File: config.mk
export PLATFORM = sky130hd
export DESIGN_NAME = lcd_status_writer_flat
export DESIGN_NICKNAME = d
export VERILOG_FILES = /design/src/rtl/lcd_status_writer_if.sv /design/src/rtl/lcd_status_writer.sv /design/src/flat_wrapper.sv
export SDC_FILE = /design/constraint.sdc
export NUM_CORES = 1
export LEC_CHECK = 0
export CORE_MARGIN = 1.5
export CORE_UTILIZATION = 56
export DETAILED_ROUTE_END_ITERATION = 8
export PLACE_DENSITY_LB_ADDON = 0.2
export SLEW_MARGIN = 20
export SYNTH_ARGS = -nofsm -noshare
export SYNTH_HDL_FRONTEND = slang
export SYNTH_SLANG_ARGS = --single-unit
File: constraint.sdc
create_clock -name clk -period 4.5 [get_ports clk]
set_input_delay 1.125 -clock clk [delete_from_list [all_inputs] [get_ports clk]]
set_output_delay 1.125 -clock clk [all_outputs]
set_load 0.02 [all_outputs]
File: src/rtl/lcd_status_writer_if.sv
// Status-in / LCD-pins-out bundle for lcd_status_writer.
// master: the writer; slave: the status source and LCD side.
interface lcd_status_writer_if #(
  parameter int unsigned STATE_W = 3
);
  logic [STATE_W-1:0] status;
  logic               refresh;
  logic               rs;
  logic               rw;
  logic               en;
  logic [7:0]         data;
  logic               busy;
  logic               done;

  modport master (
    input  status, refresh,
    output rs, rw, en, data, busy, done
  );

  modport slave (
    output status, refresh,
    input  rs, rw, en, data, busy, done
  );
endinterface

File: src/rtl/lcd_status_writer.sv
// HD44780 writer: power-up wait, init sequence, then one text message per status code.
// Define LCD_LINE2_EN to also write "CODE=<hex>" on line 2 after each message.
module lcd_status_writer #(
  parameter int unsigned POWERUP_DELAY = 750000,
  parameter int unsigned EN_PULSE      = 25,
  parameter int unsigned CMD_DELAY     = 2500,
  parameter int unsigned CLEAR_DELAY   = 100000,
  parameter int unsigned MSG_LEN       = 8,
  parameter int unsigned STATE_W       = 3
) (
  input  logic                clk,
  input  logic                reset,
  lcd_status_writer_if.master bus
);
  localparam int unsigned MAX_DLY  = (CLEAR_DELAY > CMD_DELAY) ? CLEAR_DELAY : CMD_DELAY;
  localparam int unsigned MAX_SLOT = 1 + EN_PULSE + MAX_DLY;
  localparam int unsigned MAX_CNT  = (POWERUP_DELAY > MAX_SLOT) ? POWERUP_DELAY : MAX_SLOT;
  localparam int unsigned CW       = $clog2(MAX_CNT + 1);

  typedef enum logic [2:0] {
    StPwrup,
    StInit,
    StHome,
    StChar,
`ifdef LCD_LINE2_EN
    StLine2,
`endif
    StIdle
  } state_e;

  state_e               state_q, state_d;
  logic [CW-1:0]        cnt_q, cnt_d;
  logic [4:0]           idx_q, idx_d;
  logic [STATE_W-1:0]   cur_q, cur_d;
  logic                 pend_q, pend_d;
  logic                 done_q, done_d;
  logic                 slot_rs;
  logic [7:0]           slot_data;
  logic [CW-1:0]        slot_end;
  logic                 slot_last;

  // Messages stored pre-padded with spaces; positions past 8 are blank.
  function automatic logic [7:0] msg_char(input logic [STATE_W-1:0] code, input logic [4:0] pos);
    logic [63:0] text;
    int unsigned c;
    c = 32'(code);
    case (c)
      0:       text = "IDLE    ";
      1:       text = "WASHING ";
      2:       text = "SPINNING";
      3:       text = "DRYING  ";
      4:       text = "DONE    ";
      default: text = "ERROR   ";
    endcase
    if (pos > 5'd7) return 8'h20;
    return text[{3'd7 - pos[2:0], 3'b000} +: 8];
  endfunction

`ifdef LCD_LINE2_EN
  // Slot 0 of line 2 is the 0xC0 address command; slots 1..6 spell "CODE=<hex>".
  function automatic logic [7:0] line2_char(input logic [STATE_W-1:0] code,
                                            input logic [4:0] pos);
    logic [63:0] tag;
    logic [3:0]  nib;
    tag = {24'h0, "CODE="};
    nib = 4'(code);
    if (pos == 5'd6) return (nib < 4'd10) ? 8'h30 + {4'h0, nib} : 8'h37 + {4'h0, nib};
    return tag[{3'd5 - pos[2:0], 3'b000} +: 8];
  endfunction
`endif

  assign slot_end  = (!slot_rs && slot_data == 8'h01) ? CW'(EN_PULSE + CLEAR_DELAY)
                                                       : CW'(EN_PULSE + CMD_DELAY);
  assign slot_last = (cnt_q == slot_end);

  always_ff @(posedge clk or posedge reset) begin
    if (reset) begin
      state_q <= StPwrup;
      cnt_q   <= '0;
      idx_q   <= '0;
      cur_q   <= '0;
      pend_q  <= 1'b0;
      done_q  <= 1'b0;
    end else begin
      state_q <= state_d;
      cnt_q   <= cnt_d;
      idx_q   <= idx_d;
      cur_q   <= cur_d;
      pend_q  <= pend_d;
      done_q  <= done_d;
    end
  end

  always_comb begin
    state_d = state_q;
    cnt_d   = cnt_q + 1'b1;
    idx_d   = idx_q;
    cur_d   = cur_q;
    pend_d  = pend_q | (bus.refresh & (state_q != StIdle));
    done_d  = 1'b0;
    case (state_q)
      StPwrup: begin
        if (cnt_q == CW'(POWERUP_DELAY - 1)) begin
          state_d = StInit;
          cnt_d   = '0;
          idx_d   = '0;
        end
      end
      StInit: begin
        if (slot_last) begin
          cnt_d = '0;
          if (idx_q == 5'd3) begin
            state_d = StHome;
            idx_d   = '0;
            cur_d   = bus.status;
            pend_d  = 1'b0;
          end else begin
            idx_d = idx_q + 1'b1;
          end
        end
      end
      StHome: begin
        if (slot_last) begin
          state_d = StChar;
          cnt_d   = '0;
          idx_d   = '0;
        end
      end
      StChar: begin
        if (slot_last) begin
          cnt_d = '0;
          if (idx_q == 5'(MSG_LEN - 1)) begin
            idx_d = '0;
`ifdef LCD_LINE2_EN
            state_d = StLine2;
`else
            state_d = StIdle;
            done_d  = 1'b1;
`endif
          end else begin
            idx_d = idx_q + 1'b1;
          end
        end
      end
`ifdef LCD_LINE2_EN
      StLine2: begin
        if (slot_last) begin
          cnt_d = '0;
          if (idx_q == 5'd6) begin
            state_d = StIdle;
            idx_d   = '0;
            done_d  = 1'b1;
          end else begin
            idx_d = idx_q + 1'b1;
          end
        end
      end
`endif
      StIdle: begin
        cnt_d = '0;
        if (bus.status != cur_q || bus.refresh || pend_q) begin
          state_d = StHome;
          idx_d   = '0;
          cur_d   = bus.status;
          pend_d  = 1'b0;
        end
      end
      default: begin
        state_d = StPwrup;
        cnt_d   = '0;
      end
    endcase
  end

  // data/rs are a pure function of state and slot index, so they hold for the whole slot.
  always_comb begin
    slot_rs   = 1'b0;
    slot_data = 8'h00;
    case (state_q)
      StInit: begin
        case (idx_q)
          5'd0:    slot_data = 8'h38;
          5'd1:    slot_data = 8'h0C;
          5'd2:    slot_data = 8'h01;
          default: slot_data = 8'h06;
        endcase
      end
      StHome:  slot_data = 8'h80;
      StChar: begin
        slot_rs   = 1'b1;
        slot_data = msg_char(cur_q, idx_q);
      end
`ifdef LCD_LINE2_EN
      StLine2: begin
        slot_rs   = (idx_q != 5'd0);
        slot_data = (idx_q == 5'd0) ? 8'hC0 : line2_char(cur_q, idx_q);
      end
`endif
      default: ;
    endcase
    bus.rs   = slot_rs;
    bus.data = slot_data;
    bus.rw   = 1'b0;
    bus.en   = (state_q != StPwrup) && (state_q != StIdle) &&
               (cnt_q != '0) && (cnt_q <= CW'(EN_PULSE));
    bus.busy = (state_q != StIdle);
    bus.done = done_q;
  end
endmodule

File: src/flat_wrapper.sv
// flat-port wrapper written by rule: the top's interface ports become plain ports
module lcd_status_writer_flat 
#(
  parameter int unsigned POWERUP_DELAY = 750000,
  parameter int unsigned EN_PULSE      = 25,
  parameter int unsigned CMD_DELAY     = 2500,
  parameter int unsigned CLEAR_DELAY   = 100000,
  parameter int unsigned MSG_LEN       = 8,
  parameter int unsigned STATE_W       = 3
)
  (clk, reset, bus_status, bus_refresh, bus_rs, bus_rw, bus_en, bus_data, bus_busy, bus_done);
  lcd_status_writer_if #(.STATE_W(STATE_W)) bus_i ();
  input  logic clk;
  input  logic reset;
  input wire logic [$bits(bus_i.status)-1:0] bus_status;
  input wire logic [$bits(bus_i.refresh)-1:0] bus_refresh;
  output wire logic [$bits(bus_i.rs)-1:0] bus_rs;
  output wire logic [$bits(bus_i.rw)-1:0] bus_rw;
  output wire logic [$bits(bus_i.en)-1:0] bus_en;
  output wire logic [$bits(bus_i.data)-1:0] bus_data;
  output wire logic [$bits(bus_i.busy)-1:0] bus_busy;
  output wire logic [$bits(bus_i.done)-1:0] bus_done;
  assign bus_i.status = bus_status;
  assign bus_i.refresh = bus_refresh;
  assign bus_rs = bus_i.rs;
  assign bus_rw = bus_i.rw;
  assign bus_en = bus_i.en;
  assign bus_data = bus_i.data;
  assign bus_busy = bus_i.busy;
  assign bus_done = bus_i.done;
  lcd_status_writer #(.POWERUP_DELAY(POWERUP_DELAY), .EN_PULSE(EN_PULSE), .CMD_DELAY(CMD_DELAY), .CLEAR_DELAY(CLEAR_DELAY), .MSG_LEN(MSG_LEN), .STATE_W(STATE_W)) u_core (.clk(clk), .reset(reset), .bus(bus_i));
endmodule
======== After elaboration in Yosys (flattened, before gate mapping) ========
Cells that the tools add are included.
storage, ports and cells
  register bits ........................... 33
  input port bits ......................... 6
  output and inout bits ................... 13
operators by class
  $add $sub $neg .......................... 3
  magnitude comparators ................... 2
  eq/ne operators ......................... 24
  shifts and indexed selects .............. 1
  multiplexer cells ....................... 40
  bitwise logic cells ..................... 2
  reductions and logical operators ........ 18
operator list
  operator                                                                           count
  61-bit one-hot mux with 5 select lines                                             1
  64-bit 2-to-1 mux                                                                  1
  64-bit by 7-bit indexed part select with 8-bit output                              1
  20-bit 2-to-1 mux                                                                  2
  20-bit one-hot mux with 2 select lines                                             1
  5-bit 2-to-1 mux                                                                   7
  3-bit 2-to-1 mux                                                                   10
  5-bit one-hot mux with 5 select lines                                              1
  8-bit one-hot mux with 3 select lines                                              1
  20-bit by 1-bit adder with 20-bit output, second input constant                    1
  20-bit equality test                                                               1
  20-bit equality test, second input constant                                        1
  20-bit by 5-bit less-or-equal comparator with 1-bit output, second input constant  1
  20-bit nonzero test                                                                1
  6-bit one-hot mux with 3 select lines                                              1
  17-bit 2-to-1 mux                                                                  1
  8-bit 2-to-1 mux                                                                   2
  3-bit one-hot mux with 5 select lines                                              1
  2-bit by 1-bit != test with 1-bit output, second input constant                    7
  3-bit by 2-bit equality test with 1-bit output, second input constant              4
  5-bit by 2-bit equality test with 1-bit output, second input constant              2
  1-bit 2-to-1 mux                                                                   9
  8-bit by 1-bit equality test with 1-bit output, second input constant              1
  7-bit AND reduction                                                                1
  24 further kinds                                                                   31

======== Depth between registers and ports, before layout ========
  depth in word-level cells ............... 12
  gate-level depth with buffers ........... 11
  depth with buffers taken out ............ 8

======== Least setup slack after synthesis ========
No wires, ideal clock.
  path type ............................... register to output
  start ................................... reg u_core.idx_q[1]
  end ..................................... out bus_data[1]
  arrival time ............................ 2.075 ns
  setup slack ............................. 1.300 ns
  cell stages (with the launch flop) ...... 9
  path buffers ............................ 2
  path through ............................ dfrtp_1 > clkbuf_1 > clkbuf_1 > inv_1 > ha_1 > or3_1 > a21oi_1 > a41oi_1 > nor2_1
on the way
  longest elaborated chain between the ends .. 5
  elaborated cells on any way between the ends .. 11
  classes of those cells .................. add/sub (1); order compare (1); eq/ne (2); shift (1); mux (5); reduce/logical (1)
RTL lines
  what                                                                      line                      RTL
  from (decl)                                                               lcd_status_writer.sv:33   logic [4:0] idx_q, idx_d;
  from (signal assigned)                                                    lcd_status_writer.sv:87   idx_q <= idx_d;
  parallel branches: the longest is 4 deep, another holds 3-bit subtractor  -
  8-bit one-hot mux with 3 select lines (*)                                 lcd_status_writer.sv:179  case (state_q)
  to (decl)                                                                 flat_wrapper.sv:20        output wire logic [$bits(bus_i.data)-1:0] bus_data;
Mark *: on every way between the ends. The select of a mux whose other input is x is not followed.

======== Worst setup path in the final report ========
  start ................................... reg u_core.idx_q[2]
  end ..................................... out bus_data[2]
The elaborated chain is that of the path after synthesis.

==> impl_metrics.py <==
metrics = {
    "timing": {
        "setup_viol": 0,
        "fmax_ghz": 0.2590,
        "hold_viol": 0,
        "slew_violations": 0,
        "timing.hold.ws_ps": 506.0,
        "setup_ws_ps": 639.6,
        "period_share": 0.8579,
        "layout_min_cycle_time_ps": 3860,
        "fin_skew_ps": 2.919,
        "worst_pin_slew_ps": 855.2,
        "slew-limit-headroom": 0.4266,
        "tns_ps": 0,
        "rsz0062_at_grt": "false",
    },
    "placed_design": {
        "dpl_worst_slack_ps": 999.4,
        "place.gp.congestion": 0.8652,
        "dpl.hpwl_um": 4334,
        "numPortBuffers": 17,
    },
    "critical_path": {
        "cp_cell_sequence": "inv_1, nor2_1, a22oi_1, a211oi_1, a21oi_1, o21ai_0, clkdlybuf4s50_1",
        "slowest_stage": "clkdlybuf4s50_1",
        "cp-end-kind": "output pin",
        "r2r-start": "u_core.idx_q[0]",
        "crit_fanout": 14,
        "cp_data_required_time_ps": 3380,
        "reg2reg_depth": 10,
        "critPathLaunchType": "flop",
        "crit_arrival_ps": 2740,
        "crit_type": "flop to output pin",
        "critPathMaxStageDelay_ps": 630,
        "r2r-end": "u_core.cnt_q[15]",
        "regToRegSetupSlack_ps": 1590,
    },
    "synth": {
        "synthCells": 332,
        "synth.net_count": 345,
        "ys_warn_count": 0,
        "synth_edf_count": 0,
        "syn-cell-area_um2": 2635,
        "postSynth.asyncResetShare": 1.000,
        "ys_seq_area_frac": 0.3134,
        "syn_area_per_cell_um2": 7.937,
        "synth_flop_cell": "dfrtp_1",
        "synth_cell_types": 59,
        "ys_ff_latch": 33,
    },
    "final_layout": {
        "areaGrowthSynthToFinish_pct": 9.354,
        "fin_util": 0.6484,
        "drive_above_1_share": 0.06825,
        "layout_commonest_cell": "nor2_1",
        "final_cell_mix": "nor2_1, dfrtp_1, nand2_1",
        "nets": 349,
        "n_antenna_cell": 0,
    },
    "detailed_routing": {
        "ant_nets": 0,
        "drtIter0Drc": 277,
        "via_count": 2435,
        "route.detailed.wl_per_inst_um": 15.44,
        "routed_via_density": 6.260,
        "wirelength_um": 6005,
        "drtPass1Iterations": 9,
        "drc_errors": 1,
    },
    "power": {
        "seqPwrFrac": 0.560,
        "combPwrFrac": 0.027,
        "p_int_uw": 408.7,
        "clkPwrFrac": 0.413,
        "power_density_nw_per_um2": 183.7,
        "power.switching_uw": 120.6,
        "leakagePower_uw": 0.001222,
        "switching_share": 0.2278,
        "ir_drop_uv": 190.3,
    },
    "grt": {
        "grt_pass1_wl_um": 10800,
        "gr-total-overflow": 0,
        "grt_usage": 0.2638,
        "antenna_found_initial": 0,
        "grt_pass1_vias": 2283,
        "grt_max_degree": 34,
    },
    "flow_run": {
        "drv_cap": 0,
    },
    "clocking": {
        "cts_buffers": 5,
        "cts_root_buf": "clkbuf_8",
        "ctsHoldBuffers": 0,
        "clk_pin_slew_ps": 70,
        "cts.sinks": 33,
        "cts_tree": "yes",
        "clock_path_buffers": 2,
        "cts_resized": 0,
        "post-cts-setup-buffers": 0,
        "cts_max_level": 2,
        "clock_latency_ps": 280,
    },
    "min_path": {
        "holdCritStartpoint": "u_core.cnt_q[0]",
        "hold_class": "flop to flop",
        "whs_endpoint": "u_core.cnt_q[0]",
        "hold_depth": 1,
    },
    "die": {
        "dieArea_um2": 5126,
        "fp-row-count": 24,
        "io_pins": 19,
        "start_util": 0.5929,
        "die_w_um": 71.60,
        "die_h_um": 71.60,
        "core_um2": 4444,
    },
    "run_status": {
        "status": "finished, violations left",
        "violations": "DRC",
    },
}
[per-stage QoR]
stage          cells  instance area [um2]  power [uW]
2_1_floorplan    332                 2635       309.6
3_3_place_gp     381                 2795       316.5
3_5_place_dp     381                 2795       316.7
4_1_cts          389                 2882       532.9
5_1_grt          389                 2882       547.5
6_report         389                 2882       529.2
[logic make-up after synthesis]
logic type / Yosys count / share of synthesized area
other: 1 / 0.001423
and+or+nand+nor: 154 / 0.2901
adders and majority gates: 7 / 0.03324
buffers and inverters: 35 / 0.05556
DFF: 33 / 0.3134
muxes: 7 / 0.02849
xor gates and xnor gates: 24 / 0.07978
AOI/OAI and AO/OA: 71 / 0.1980
[cell type report]
class / count / area [um2]
clock buffer: 5 / 68.82
clock inverter: 3 / 17.52
fill: 400 / 1563
inverter: 11 / 41.29
multi-input combinational: 264 / 1663
sequential: 33 / 825.8
tap: 52 / 65.06
timing repair buffer: 21 / 200.2
[synth_stat cells, drive strengths merged (7+ instances only)]
master / count / area share
nor2: 55 / 0.078
dfrtp: 33 / 0.31
nand2: 27 / 0.039
clkbuf: 16 / 0.023
nand3: 15 / 0.028
xor2: 15 / 0.050
a21oi: 12 / 0.023
nor3: 12 / 0.023
inv: 11 / 0.016
o21ai: 11 / 0.021
nand4: 9 / 0.021
nor2b: 9 / 0.021
xnor2: 9 / 0.030
buf: 8 / 0.017
ha: 7 / 0.033
or3: 7 / 0.017
[layer usage]
layer / vias to the layer above / wire length, um / GRT usage
met3: 20 / 276 / 0.04360
met1: 1160 / 2715 / 0.3714
met5: - / 0 / 0
met4: 0 / 148 / 0.08386
met2: 78 / 2865 / 0.4185
li1: 1177 / - / -
[worst max-delay path by stage]
stage,endpoint,depth (start not counted),start,slack (ps)
finish,bus_data[2],7,u_core.idx_q[2],640
detailed placement,bus_data[2],7,u_core.idx_q[2],1000
global placement,bus_data[2],6,u_core.cur_q[0],1050
CTS,bus_data[2],7,u_core.idx_q[2],670
floorplan,bus_data[1],8,u_core.idx_q[1],1300
global route,bus_data[2],7,u_core.idx_q[2],320
[state kept, by name, summed over array words and instances (netlist names)]
name and count:
u_core.cnt_q 20, u_core.idx_q 5, u_core.cur_q 3, u_core.state_q 3
u_core.bus.done 1, u_core.pend_q 1
[critical path, delay by kind of cell (launching register included)]
| kind | cells | cell delay [ps] |
|---|---|---|
| AND/OR/NAND/NOR | 1 | 190 |
| flip-flops | 1 | 620 |
| buffers and inverters | 2 | 920 |
| AO/OA/AOI/OAI | 4 | 700 |
[power by group through the flow]
stage          clock network [uW]  registers (uW)  logic, uW
2_1_floorplan                   0             302       7.47
3_3_place_gp                    0             302       14.3
3_5_place_dp                    0             302       14.6
4_1_cts                       222             296       14.6
5_1_grt                       235             296       16.3
6_report                      219             296       14.1
Note: power is estimated with default switching activity, not from simulation.
